===== src/rtl/rv32i_types.sv =====
// Shared RV32I control encodings and the MEM-stage data-port FSM state type.
package rv32i_types;

  typedef enum logic [2:0] {
    lb  = 3'b000,
    lh  = 3'b001,
    lw  = 3'b010,
    lbu = 3'b100,
    lhu = 3'b101
  } load_funct3_t;

  typedef enum logic [2:0] {
    sb = 3'b000,
    sh = 3'b001,
    sw = 3'b010
  } store_funct3_t;

  typedef enum logic [1:0] {
    IDLE,
    BUSY,
    HELD
  } dport_state_t;

  // funct3[1:0] encodes access size for both loads and stores.
  function automatic logic is_misaligned(input logic [2:0] funct3, input logic [1:0] off);
    logic mis;
    case (funct3[1:0])
      2'b01:   mis = off[0];
      2'b10:   mis = (off != 2'b00);
      default: mis = 1'b0;
    endcase
    return mis;
  endfunction

endpackage


===== src/rtl/load_align.sv =====
// Selects the addressed byte/half/word of a cache read word and sign/zero-extends it.
module load_align
  import rv32i_types::*;
(
  input  logic [31:0] data_i,
  input  logic [1:0]  off_i,
  input  logic [2:0]  funct3_i,
  output logic [31:0] rdata_o
);

  logic signed [7:0]  byte_sel;
  logic signed [15:0] half_sel;

  always_comb begin
    byte_sel = data_i[{off_i, 3'b000} +: 8];
    half_sel = off_i[1] ? data_i[31:16] : data_i[15:0];
    case (load_funct3_t'(funct3_i))
      lb:      rdata_o = 32'(byte_sel);
      lbu:     rdata_o = {24'h0, byte_sel};
      lh:      rdata_o = 32'(half_sel);
      lhu:     rdata_o = {16'h0, half_sel};
      default: rdata_o = data_i;
    endcase
  end

endmodule


===== src/rtl/mem_dport_ctrl.sv =====
// MEM-stage data-port controller: issues cache loads/stores, aligns load data,
// stalls the pipeline while waiting, and holds a response across external stalls.
module mem_dport_ctrl
  import rv32i_types::*;
#(
  parameter int CNT_W = 32
) (
  input  logic             clk,
  input  logic             rst,
  input  logic             valid_i,
  input  logic             mem_read_i,
  input  logic             mem_write_i,
  input  logic [2:0]       funct3_i,
  input  logic [31:0]      addr_i,
  input  logic [31:0]      wdata_i,
  input  logic             ext_stall_i,
  input  logic             data_resp,
  input  logic [31:0]      data_rdata,
  output logic             data_read,
  output logic             data_write,
  output logic [3:0]       data_mbe,
  output logic [31:0]      data_addr,
  output logic [31:0]      data_wdata,
  output logic [31:0]      rdata_o,
  output logic             stall_o,
  output logic             misaligned_o,
  output logic [CNT_W-1:0] stall_cnt_o
);

  dport_state_t     state_q, state_d;
  logic [31:0]      hold_q, hold_d;
  logic [CNT_W-1:0] cnt_q, cnt_d;

  logic        access, req, issue;
  logic [1:0]  off;
  logic [31:0] aligned;
  logic [3:0]  store_mbe;

  assign off          = addr_i[1:0];
  assign access       = valid_i & (mem_read_i | mem_write_i);
  assign misaligned_o = access & is_misaligned(funct3_i, off);
  assign req          = access & ~misaligned_o;
  assign data_addr    = {addr_i[31:2], 2'b00};
  assign stall_cnt_o  = cnt_q;

  load_align u_load_align (
    .data_i   (data_rdata),
    .off_i    (off),
    .funct3_i (funct3_i),
    .rdata_o  (aligned)
  );

  // Request side: no bubble, and nothing leaves the port during reset or HELD.
  always_comb begin
    issue      = req & (state_q != HELD) & ~rst;
    data_read  = issue & mem_read_i;
    data_write = issue & mem_write_i;
    stall_o    = issue & ~data_resp;

    case (store_funct3_t'(funct3_i))
      sb: begin
        store_mbe  = 4'b0001 << off;
        data_wdata = {4{wdata_i[7:0]}};
      end
      sh: begin
        store_mbe  = 4'b0011 << off;
        data_wdata = {2{wdata_i[15:0]}};
      end
      default: begin
        store_mbe  = 4'hF;
        data_wdata = wdata_i;
      end
    endcase

    data_mbe = 4'h0;
    if (data_read)       data_mbe = 4'hF;
    else if (data_write) data_mbe = store_mbe;

    rdata_o = 32'h0;
    if (state_q == HELD)        rdata_o = hold_q;
    else if (req & mem_read_i)  rdata_o = aligned;
  end

  always_comb begin
    state_d = state_q;
    hold_d  = hold_q;
    cnt_d   = cnt_q;
    case (state_q)
      HELD: if (!ext_stall_i) state_d = IDLE;
      default: begin
        if (req && data_resp) begin
          if (ext_stall_i) begin
            state_d = HELD;
            hold_d  = mem_read_i ? aligned : 32'h0;
          end else begin
            state_d = IDLE;
          end
        end else if (req) begin
          state_d = BUSY;
        end else begin
          state_d = IDLE;
        end
      end
    endcase
    if (stall_o && (cnt_q != {CNT_W{1'b1}})) cnt_d = cnt_q + CNT_W'(1);
  end

  always_ff @(posedge clk) begin
    if (rst) begin
      state_q <= IDLE;
      hold_q  <= 32'h0;
      cnt_q   <= '0;
    end else begin
      state_q <= state_d;
      hold_q  <= hold_d;
      cnt_q   <= cnt_d;
    end
  end

endmodule

===== config.mk =====
export PLATFORM = sky130hd
export DESIGN_NAME = mem_dport_ctrl
export DESIGN_NICKNAME = d
export VERILOG_FILES = /design/src/rtl/rv32i_types.sv /design/src/rtl/load_align.sv /design/src/rtl/mem_dport_ctrl.sv
export SDC_FILE = /design/constraint.sdc
export NUM_CORES = 1
export LEC_CHECK = 0
export ABC_CLOCK_PERIOD_IN_PS = 6850
export CORE_ASPECT_RATIO = 1.1
export CORE_MARGIN = 10
export CORE_UTILIZATION = 32
export CTS_CLUSTER_DIAMETER = 100
export DETAILED_ROUTE_END_ITERATION = 10
export PLACE_DENSITY_LB_ADDON = 0.05
export RECOVER_POWER = 25
export SYNTH_ARGS = -nofsm -noshare
export SYNTH_HDL_FRONTEND = slang
export SYNTH_SLANG_ARGS = --single-unit

===== constraint.sdc =====
create_clock -name clk -period 6.85 [get_ports clk]
set_clock_uncertainty 0.15 [all_clocks]
set_input_delay 0.685 -clock clk [delete_from_list [all_inputs] [get_ports clk]]
set_output_delay 0.685 -clock clk [all_outputs]
set_load 0.01 [all_outputs]

Yosys cells after proc, flatten, opt, wreduce, memory -nomap -nowiden
Index checks and enable logic that the tools add are counted.
{ "word_totals": {"n_memories": 0, "regBits": 66, "mem_bits_rw": 0, "out_inout_bits": 136, "rom_bits": 0, "latchBits": 0, "inputBits": 106} }
{ "op_classes": {"div_mod_pow": 0, "mux": 15, "n_shift": 3, "add_sub_neg": 1, "eq_ne": 9, "bitwise": 14, "multipliers": 0, "n_reduce_logical": 5, "n_lt_le_gt_ge": 0} }
{ "op_table": {"columns": ["operator", "n"], "rows": [
  ["$pmux 32 s4", 1],
  ["$mux 32", 3],
  ["$pmux 32 s2", 1],
  ["$add 32x1->32 const B", 1],
  ["$ne 32x32->1 const B", 1],
  ["$shiftx 32x6->8", 1],
  ["$mux 16", 1],
  ["$and 1x1->1", 9],
  ["$mux 2", 4],
  ["$mux 4", 2],
  ["$pmux 4 s2", 1],
  ["$eq 3x3->1 const B", 2],
  ["$eq 2x2->1 const B", 2],
  ["$ne 2x2->1 const B", 2],
  ["$not 1->1", 4],
  ["$shl 1x2->4 const A", 1],
  ["$shl 2x2->4 const A", 1],
  ["$eq 3x1->1 const B", 1],
  ["$logic_not 3->1", 1],
  ["$reduce_and 3->1", 1],
  ["$eq 2x1->1 const B", 1],
  ["$logic_and 1x1->1", 2],
  ["$pmux 1 s2", 1],
  ["$reduce_bool 2->1", 1],
  ["2 further kinds", 2]
]} }

Logic depth before layout (Yosys ltp)
{ "logic_depth": {"depth_word": 10, "ltp_mapped": 10} }

Modules after synthesis
From an unflattened synthesis, not the netlist that was laid out.
{ "hier_totals": {"cells_unflattened": 621, "hier_area_um2": 4997.3} }
{ "by_module_without_submodules": {"columns": ["mod", "area_each_um2", "cells_each", "n_inst"], "rows": [
  ["mem_dport_ctrl", 4151.5, 525, 1],
  ["load_align", 845.8, 96, 1]
]} }

Worst setup path before layout
No wires, ideal clock.
{ "synth_timing": {"path_type": "input to output", "from": "input funct3_i[0]", "to": "output rdata_o[13]", "path_slack_ns": 3.679, "t_arrival_ns": 2.336, "required_time_ns": 6.015, "n_path_buf": 1, "path_stages": 8, "cell_sequence": "inv_1 ha_1 nor2b_1 clkbuf_1 nand2_1 nand2b_1 o311ai_0 o32ai_1"} }
{ "synth_via": {"elab_chain_cells": 8, "word_cells_on_any_way": 14} }
{ "synth_lines": {"columns": ["element", "line_no", "text"], "rows": [
  ["start: declaration", "mem_dport_ctrl.sv:13", "input logic [2:0] funct3_i,"],
  ["$eq 2x2->1 / $eq 2x1->1 (equally long branches)", "rv32i_types.sv:27", "case (funct3[1:0])"],
  ["$pmux 1 s2", "rv32i_types.sv:27", null],
  ["$and 1x1->1", "mem_dport_ctrl.sv:41", "assign misaligned_o = access & is_misaligned(funct3_i, off);"],
  ["$not 1->1", "mem_dport_ctrl.sv:42", "assign req = access & ~misaligned_o;"],
  ["$and 1x1->1", "mem_dport_ctrl.sv:42", null],
  ["$and 1x1->1", "mem_dport_ctrl.sv:81", "else if (req & mem_read_i) rdata_o = aligned;"],
  ["$mux 32 (*)", "mem_dport_ctrl.sv:81", null],
  ["$mux 32 (*)", "mem_dport_ctrl.sv:80", "if (state_q == HELD) rdata_o = hold_q;"],
  ["end: declaration", "mem_dport_ctrl.sv:24", "output logic [31:0] rdata_o,"]
]} }
Every way passes the cells marked *; elsewhere a longest branch is shown, timed or not.

Worst setup path in the final report
{ "layout_timing": {"from": "input funct3_i[0]", "to": "output rdata_o[15]"} }
Same word-level chain as after synthesis.

==> flow_summary.ini <==
[clock_network]
root_buffer = clkbuf_16
cts_tree = done
cts.htree.levels = 3
hold_buffers = 0
numCtsBuffers = 9
clkLatencyLatePin_ns = 0.34
ctsLongestPathBuffers = 2
post_cts_buffers = 0
clock_sinks = 66
ctsResizeCount = 0
clk_pin_slew_ns = 0.05

[min_path]
min_path_type = flip-flop to flip-flop
worstHoldPathCells = 2
hold_path_end = hold_q[6]$_SDFFE_PP0P_
hp-start = hold_q[6]$_SDFFE_PP0P_

[synth]
ys_seq_area_frac = 0.274
yosysWarningCount = 0
synthCells = 628
avgSynthCellArea_sq_um = 7.69
ys_seq_elements = 66
synth_top_area_frac = 0.274
syn_area_sq_mm = 0.00483
synth_enable_flop_cells = 0
async_reset_ff_frac = 0
synth_flop_cell = dfxtp_1
synth_cell_types = 50
synth.area.top_cells = dfxtp_1 (27%), nand2_1 (6.5%), buf_4 (6.2%), mux2_2 (5.4%), a21oi_1 (3.6%)
synth_top_cell_by_area = dfxtp_1

[timing]
period_needed_ns = 5.07
slew_violations = 0
fin_tns_setup_ns = 0
worst_slack_ns = 1.78
rsz0062_at_grt = no
relSlewSlack = 0.228
worst_pin_slew_ns = 1.15
hold_viol_final = 0
period_share = 0.741
setup_violations = 0
fmax_ghz = 0.197

[floorplanning]
core_area_sq_mm = 0.0149
initial_utilization = 0.323
fp-row-count = 47
io_pins = 242
die_h_um = 149
fp.dieW_um = 137
dieArea_sq_mm = 0.0204

[critical_path]
r2r.worst_path.cells = 6
worst-path-buf-inv = 3
r2r-end = stall_cnt_o[31]$_SDFFE_PP0P_
slowest_delay_ns = 0.64
cpMaxStageDelayCell = nor2b_1
crit_path_frequent_cell = clkdlybuf4s50_1
rrSetupSlack_ns = 3.77
startpoint_type = input port
worst_r2r_startpoint = stall_cnt_o[0]$_SDFFE_PP0P_
critPathArrivalTime_ns = 4.24
worstPathRequired_ns = 6.01
end_kind = output port
crit_family = simple AND/OR/NAND/NOR gates
path_class = input port to output port
crit_path_max_fanout = 14
path_cells = clkdlybuf4s50_1 > inv_1 > ha_1 > nor2b_1 > nand2_1 > nand2b_1 > o311ai_0 > o32ai_1 > clkdlybuf4s50_1

[grt]
grt_first_pass_wirelength_um = 28800
grt_max_degree = 61
first_global_vias = 5147
grt-ovfl-total = 0
antenna_found_initial = 0
track_usage = 0.178

[drt]
dr_wl_met2_um = 8930
drtPass1Iterations = 4
top_layer = met4
vias = 5192
wirelength_um = 18800
drt_iter0_drc = 288
ant_nets = 0
met3WireLength_um = 1620
viasPerCell = 5.54
wl_per_cell_um = 20.0
drc = 0
drt-met1-wl_um = 7780

[status]
status = finished clean

[cells_and_area]
antennaDiodeCount = 0
drive_above_1_share = 0.0810
layout_commonest_cell = clkdlybuf4s50_1
area_delta_synth_final_pct = 37.9
fin_nets = 849
mostFrequentLayoutCells = clkdlybuf4s50_1 (158), nand2_1 (84), dfxtp_1 (66), nor2_1 (45), a21oi_1 (35)

[run]
maxCapViolations = 0

[place]
port_buffers = 179
dp_slack_ns = 1.83
hpwl_um = 14500
routabilityCongestion = 0.887

[power_and_ir_drop]
leakage_nw = 2.34
peakVddDrop_v = 0.000102
power_density_mw_per_mm2 = 157
## worst max path at each step
stage	startpoint	end	slack, ns	cells after the start
final	funct3_i[0]	rdata_o[15]	1.78	9
after global routing	funct3_i[1]	rdata_o[11]	1.51	9
after CTS	funct3_i[0]	rdata_o[15]	1.81	9
after detailed placement	funct3_i[0]	rdata_o[15]	1.83	9
after global placement	funct3_i[0]	rdata_o[15]	2.02	9
after floorplan	funct3_i[0]	rdata_o[13]	3.68	8
## metal layers
layer	up-vias	GRT usage
met5	-	0
met4	0	0.0643
met3	25	0.0606
met2	190	0.300
met1	2461	0.202
li1	2516	-
## synth_stat cells, types with 3 or more instances
| library cell | instances |
|---|---|
| a21oi_1 | 35 |
| a22o_1 | 9 |
| a22oi_1 | 9 |
| and3_1 | 5 |
| and4_1 | 3 |
| buf_1 | 5 |
| buf_2 | 7 |
| buf_4 | 40 |
| buf_6 | 3 |
| clkbuf_1 | 33 |
| dfxtp_1 | 66 |
| ha_1 | 5 |
| inv_1 | 20 |
| mux2_1 | 5 |
| mux2_2 | 23 |
| nand2_1 | 84 |
| nand2b_1 | 5 |
| nand3_1 | 24 |
| nand4_1 | 12 |
| nor2_1 | 45 |
| nor2b_1 | 13 |
| nor3_1 | 6 |
| nor4_1 | 12 |
| o2111ai_1 | 14 |
| o21a_1 | 5 |
| o21ai_0 | 28 |
| o21ai_1 | 6 |
| o22ai_1 | 15 |
| o2bb2ai_1 | 6 |
| o2bb2ai_2 | 10 |
| o311ai_0 | 11 |
| o31ai_1 | 11 |
| o32ai_1 | 16 |
| o41ai_1 | 3 |
| or3_1 | 4 |
| or4_1 | 12 |
## through the flow
| stage | hold slack [ns] | utilization | instances | power (W) | area (sq um) |
|---|---|---|---|---|---|
| 6_report | 0.303 | 0.446 | 937 | 0.00105 | 6660 |
| 2_1_floorplan | 0.282 | - | 629 | 0.000533 | 4830 |
| 4_1_cts | 0.304 | 0.446 | 937 | 0.00106 | 6660 |
| 3_3_place_gp | 0.294 | 0.429 | 923 | 0.000644 | 6400 |
| 3_5_place_dp | 0.296 | 0.429 | 923 | 0.000646 | 6400 |
| 5_1_grt | 0.326 | 0.446 | 937 | 0.00110 | 6660 |
## final cells by class
| type | instances | area, sq um |
|---|---|---|
| fillers | 1504 | 8280 |
| well taps | 196 | 245 |
| flip-flops and latches | 66 | 1320 |
| inverters | 21 | 78.8 |
| repair buffers | 186 | 1840 |
| clock buffers | 14 | 254 |
| multi-input cells | 454 | 2920 |
## logic make-up after synthesis
group | after synthesis | synth area share
simple gates | 236 | 0.242
flops | 66 | 0.274
buf+inv | 109 | 0.122
fa+ha+maj | 5 | 0.0130
mux | 29 | 0.0700
compound gates | 182 | 0.278
other cells | 1 | 0.000777
## registers in the layout, summed over array words and instances (netlist names)
| name | flops |
|---|---|
| hold_q | 32 |
| stall_cnt_o | 32 |
| state_q | 2 |
## power breakdown
| part | total (W) | leakage, nW | switching (W) | internal, W |
|---|---|---|---|---|
| clock network | 0.000409 | 0.123 | 0.000158 | 0.000251 |
| logic | 0.000248 | 1.68 | 0.000126 | 0.000122 |
| registers | 0.000391 | 0.532 | 0.00000230 | 0.000388 |
| total | 0.00105 | 2.34 | 0.000287 | 0.000761 |
## worst reg2reg max path: cells and delay by family (launching register included)
| family | cells | cell delay, ns |
|---|---|---|
| adder cells (fa/ha/maj) | 1 | 0.27 |
| flip-flops | 1 | 0.44 |
| multiplexers | 1 | 0.34 |
| AND/OR/NAND/NOR | 4 | 1.77 |
Note: power is estimated with default switching activity, not from simulation.
==> variant 1, RTL diff (config.mk and constraints unchanged) <==
Encoding of `dport_state_t`: now one-hot (3 bits for 3 states).
--- a/src/rtl/rv32i_types.sv
+++ b/src/rtl/rv32i_types.sv
@@ -17,6 +17,6 @@
 
-  typedef enum logic [1:0] {
-    IDLE,
-    BUSY,
-    HELD
+  typedef enum logic [2:0] {
+    IDLE = 3'b001,
+    BUSY = 3'b010,
+    HELD = 3'b100
   } dport_state_t;
Formal check against the unedited RTL: same outputs for any inputs over 10 cycles, from zero or initial values and one cycle with rst high; not proved beyond that.
==> variant 1 against the original RTL <==
Sequential cell count increased by 1. Cell area up 0.32%. Worst hold slack about the same. Fmax grew 0.40%. Wire length about the same. Power grew 4.9%. Area after synthesis grew 0.52%. Setup slack improved by 0.020 ns.
==> variant 1: results (changes against the original RTL) <==
{
  "route.layer.met1.wl": {"value": 7.38, "unit": "mm", "change": "was 7.78 mm"},
  "synthDistinctLibCells": {"value": 55, "change": "was 50"},
  "avgViaCountPerCell": {"value": 5.56, "change": "was 5.54"},
  "synth_top_cells_by_area": {"value": "sky130_fd_sc_hd__dfxtp_1 (28%), sky130_fd_sc_hd__nand2_1 (7.7%), sky130_fd_sc_hd__o21ai_0 (7.4%)", "change": "was sky130_fd_sc_hd__dfxtp_1 (27%), sky130_fd_sc_hd__nand2_1 (6.5%), sky130_fd_sc_hd__buf_4 (6.2%)"},
  "power.ir.vdd_worst": {"value": 0.108, "unit": "mV", "change": "was 0.102 mV"},
  "synth_sequential_area_ratio": {"value": 0.276, "change": "was 0.274"},
  "routabilityCongestion": {"value": 0.860, "change": "was 0.887"},
  "post_cts.resized_instances": {"value": 0, "change": "unchanged"},
  "place.detailed.hpwl": {"value": 14.4, "unit": "mm", "change": "was 14.5 mm"},
  "run_status": {"value": "finished clean", "change": "unchanged"},
  "largest_net_degree_at_the_start_of_global_routing": {"value": 67, "change": "was 61"},
  "fraction_of_layout_instances_using_a_drive_strength_above_1": {"value": 0.0717, "change": "was 0.0810"},
  "route.met2.wl": {"value": 9.34, "unit": "mm", "change": "was 8.93 mm"},
  "synth.top_cells.by_count": {"value": "sky130_fd_sc_hd__nand2_1 (99), sky130_fd_sc_hd__o21ai_0 (72), sky130_fd_sc_hd__dfxtp_1 (67)", "change": "was sky130_fd_sc_hd__nand2_1 (84), sky130_fd_sc_hd__dfxtp_1 (66), sky130_fd_sc_hd__nor2_1 (45)"},
  "route.final.wire_length": {"value": 18.8, "unit": "mm", "change": "about the same"},
  "p_leak": {"value": 2.28, "unit": "nW", "change": "was 2.34 nW"},
  "met3_length": {"value": 1.46, "unit": "mm", "change": "was 1.62 mm"},
  "grt_pass1_wl": {"value": 28.8, "unit": "mm", "change": "about the same"},
  "initialDrtViolationCount": {"value": 177, "change": "was 288"},
  "grt_pass1_vias": {"value": 5260, "change": "was 5,147"},
  "place_worst_setup_slack": {"value": 1.79, "unit": "ns", "change": "was 1.83 ns"},
  "worst-path-max-fanout": {"value": 21, "change": "was 14"},
  "crit_arrival": {"value": 4.22, "unit": "ns", "change": "was 4.24 ns"},
  "layout.nets": {"value": 873, "change": "was 849"},
  "grt_use_total": {"value": 0.177, "change": "was 0.178"},
  "timing.slew.headroom": {"value": 0.307, "change": "was 0.228"}
}
[variant 1: cell count changes after synthesis, sizes merged, moves of 6 or more]
cell and change:
o32ai -16, o31ai +6, mux2 -10, or3 +9
o21ai +39, nor4 -12, nor2 -14, nand3 +12
nand2 +17, inv -8, o2bb2ai -16, a21oi +31
nor2b -9
[variant 1: final cells by class]
| class | count | area (um^2) |
|---|---|---|
| timing repair buffer | 184 | 1820 |
| sequential | 67 | 1340 |
| clock inverter | 5 | 52.6 |
| inverter | 13 | 48.8 |
| clock buffer | 11 | 243 |
| fill | 1512 | 8260 |
| tap | 196 | 245 |
| multi-input combinational | 487 | 2920 |
[variant 1: worst max-delay path, cell delays in order]
cell and delay, ns:
sky130_fd_sc_hd__clkdlybuf4s50_1 0.88, sky130_fd_sc_hd__o21ai_0 0.23, sky130_fd_sc_hd__and4bb_2 0.70, sky130_fd_sc_hd__nand2_1 0.41, sky130_fd_sc_hd__a21o_1 0.45, sky130_fd_sc_hd__o21ai_0 0.27, sky130_fd_sc_hd__clkdlybuf4s50_1 0.58
[variant 1: logic make-up (layout without fill, tap and decap cells)]
logic type               Yosys count  count (layout)  share of synthesized area
buffers and inverters            103             213                      0.124
flip-flops                        67              67                      0.276
AO/OA/AOI/OAI                    225             225                      0.290
other                              1               2                   0.000773
multiplexers                      20              20                     0.0485
adder cells (fa/ha/maj)            5               5                     0.0129
AND/OR/NAND/NOR                  235             235                      0.247
[variant 1: power breakdown]
part	switching, mW	internal (mW)
clock	0.173	0.290
combinational	0.123	0.117
sequential	0.00244	0.394
[variant 1: routing by layer]
layer	GRT usage	vias to the layer above
li1	-	2593
met1	0.193	2522
met2	0.309	199
met3	0.0536	39
met4	0.0765	0
met5	0	-
[variant 1: final timing paths]
| path | slack (ns) | start | to | cells after the start |
|---|---|---|---|---|
| worst max-delay path | 1.80 | mem_read_i | rdata_o[23] | 7 |
| worst min-delay path | 0.30 | hold_q[3] | hold_q[3] | 2 |
| worst min register to register | 0.30 | hold_q[3] | hold_q[3] | 2 |
| worst max register to register | 3.80 | stall_cnt_o[0] | stall_cnt_o[21] | 6 |
[variant 1: per-stage QoR]
step	total power, mW	std cells
6_report	1.10	963
5_1_grt	1.14	963
4_1_cts	1.11	963
3_5_place_dp	0.645	947
3_3_place_gp	0.643	947
2_1_floorplan	0.538	657
==> variant 2, RTL diff (same flow settings) <==
Made on the original files. Change the parameter `CNT_W` from 32 to 64.
--- a/src/rtl/mem_dport_ctrl.sv
+++ b/src/rtl/mem_dport_ctrl.sv
@@ -5,3 +5,3 @@
 #(
-  parameter int CNT_W = 32
+  parameter int CNT_W = 64
 ) (
Interface: changed (resized stall_cnt_o); port bits go from 242 to 274. No check against the original RTL was run, so the function may have changed too.
==> variant 2 against the original RTL <==
Area after synthesis up 35%. Critical endpoint is now rdata_o[14]. Setup slack better by 0.14 ns. Global-route usage up 0.62 points. Wire length up 34%. Sequential cell count up 32. Cell count up 33%. Highest routed layer is now met5. Largest cell class unchanged. Die area up 30%. Power up 28%. Worst hold slack better by 0.016 ns. Sequential share of layout area up 2.5 points. Cell area up 32%.
==> variant 2: results (changes against the original RTL) <==
{
  "run_status": {"value": "finished clean", "change": "unchanged"},
  "power.ir.vdd_worst": {"value": 0.118, "unit": "mV", "change": "was 0.102 mV"},
  "fraction_of_layout_instances_using_a_drive_strength_above_1": {"value": 0.0482, "change": "was 0.0810"},
  "clkSlewWorstSetupHoldPaths": {"value": 0.07, "unit": "ns", "change": "was 0.05 ns"},
  "p_leak": {"value": 3.13, "unit": "nW", "change": "was 2.34 nW"},
  "synth.top_cells.by_count": {"value": "sky130_fd_sc_hd__dfxtp_1 (98), sky130_fd_sc_hd__nor2_1 (90), sky130_fd_sc_hd__nand2_1 (84)", "change": "was sky130_fd_sc_hd__nand2_1 (84), sky130_fd_sc_hd__dfxtp_1 (66), sky130_fd_sc_hd__nor2_1 (45)"},
  "detail_route.wl_per_cell": {"value": 20.2, "unit": "um", "change": "was 20.0 um"},
  "synth_xor_xnor_area_share": {"value": 0.0484, "change": "was 0"},
  "place.detailed.hpwl": {"value": 19.5, "unit": "mm", "change": "was 14.5 mm"},
  "synthDistinctLibCells": {"value": 58, "change": "was 50"},
  "grt_pass1_vias": {"value": 6756, "change": "was 5,147"},
  "synth.area.mux_share": {"value": 0.0380, "change": "was 0.0700"},
  "synth_top_family_by_area": {"value": "simple AND/OR/NAND/NOR gates", "change": "was compound AO/OA/AOI/OAI gates"},
  "dp_cells": {"value": 1231, "change": "was 923"},
  "fin_hold_ws": {"value": 0.319, "unit": "ns", "change": "was 0.303 ns"},
  "io_buffer_count": {"value": 211, "change": "was 179"},
  "grt_pass1_wl": {"value": 38.9, "unit": "mm", "change": "was 28.8 mm"},
  "r2r_setup_slack": {"value": 3.43, "unit": "ns", "change": "was 3.77 ns"},
  "synth_top_cells_by_area": {"value": "sky130_fd_sc_hd__dfxtp_1 (30%), sky130_fd_sc_hd__nor2_1 (5.2%), sky130_fd_sc_hd__nand2_1 (4.8%)", "change": "was sky130_fd_sc_hd__dfxtp_1 (27%), sky130_fd_sc_hd__nand2_1 (6.5%), sky130_fd_sc_hd__buf_4 (6.2%)"},
  "synth-compound-area-share": {"value": 0.224, "change": "was 0.278"},
  "synth-adder-area-share": {"value": 0.00960, "change": "was 0.0130"},
  "avgViaCountPerCell": {"value": 5.55, "change": "was 5.54"},
  "net-switching-power": {"value": 0.365, "unit": "mW", "change": "was 0.287 mW"},
  "postLayoutCoreUtil": {"value": 0.441, "change": "was 0.446"},
  "worst-path-max-fanout": {"value": 21, "change": "was 14"},
  "largest_net_degree_at_the_start_of_global_routing": {"value": 66, "change": "was 61"},
  "drt_first_pass_iters": {"value": 5, "change": "was 4"},
  "layout.nets": {"value": 1101, "change": "was 849"},
  "synth_sequential_area_ratio": {"value": 0.301, "change": "was 0.274"},
  "fillCellCount": {"value": 2051, "change": "was 1,504"}
}
==> variant 2: cell type report <==
class                   count  area share
repair buffers            221       0.249
well taps                 252      0.0359
clock buffers              13      0.0308
diodes                      1    0.000285
inverters                  11     0.00484
clock inverters             3     0.00242
flip-flops and latches     98       0.223
multi-input cells         649       0.454
==> variant 2: worst max path at each step <==
stage | to | slack, ns
2_1_floorplan | rdata_o[21] | 3.59
5_1_grt | rdata_o[9] | 1.64
3_5_place_dp | rdata_o[14] | 1.97
4_1_cts | rdata_o[14] | 1.98
6_report | rdata_o[14] | 1.92
3_3_place_gp | rdata_o[9] | 2.05
==> variant 2: through the flow <==
stage,power (mW),setup slack (ns)
after floorplan,0.729,3.59
after global placement,0.848,2.05
after detailed placement,0.846,1.97
after CTS,1.36,1.98
after global routing,1.40,1.64
final,1.34,1.92
==> variant 2: layer usage <==
metal  global-route usage  routed length, um  up-vias
met2                0.317              12200      267
met3               0.0730               2470       38
li1                     -                  -     3383
met5                    0                 13        -
met1                0.201               9850     3236
met4               0.0620                604        2
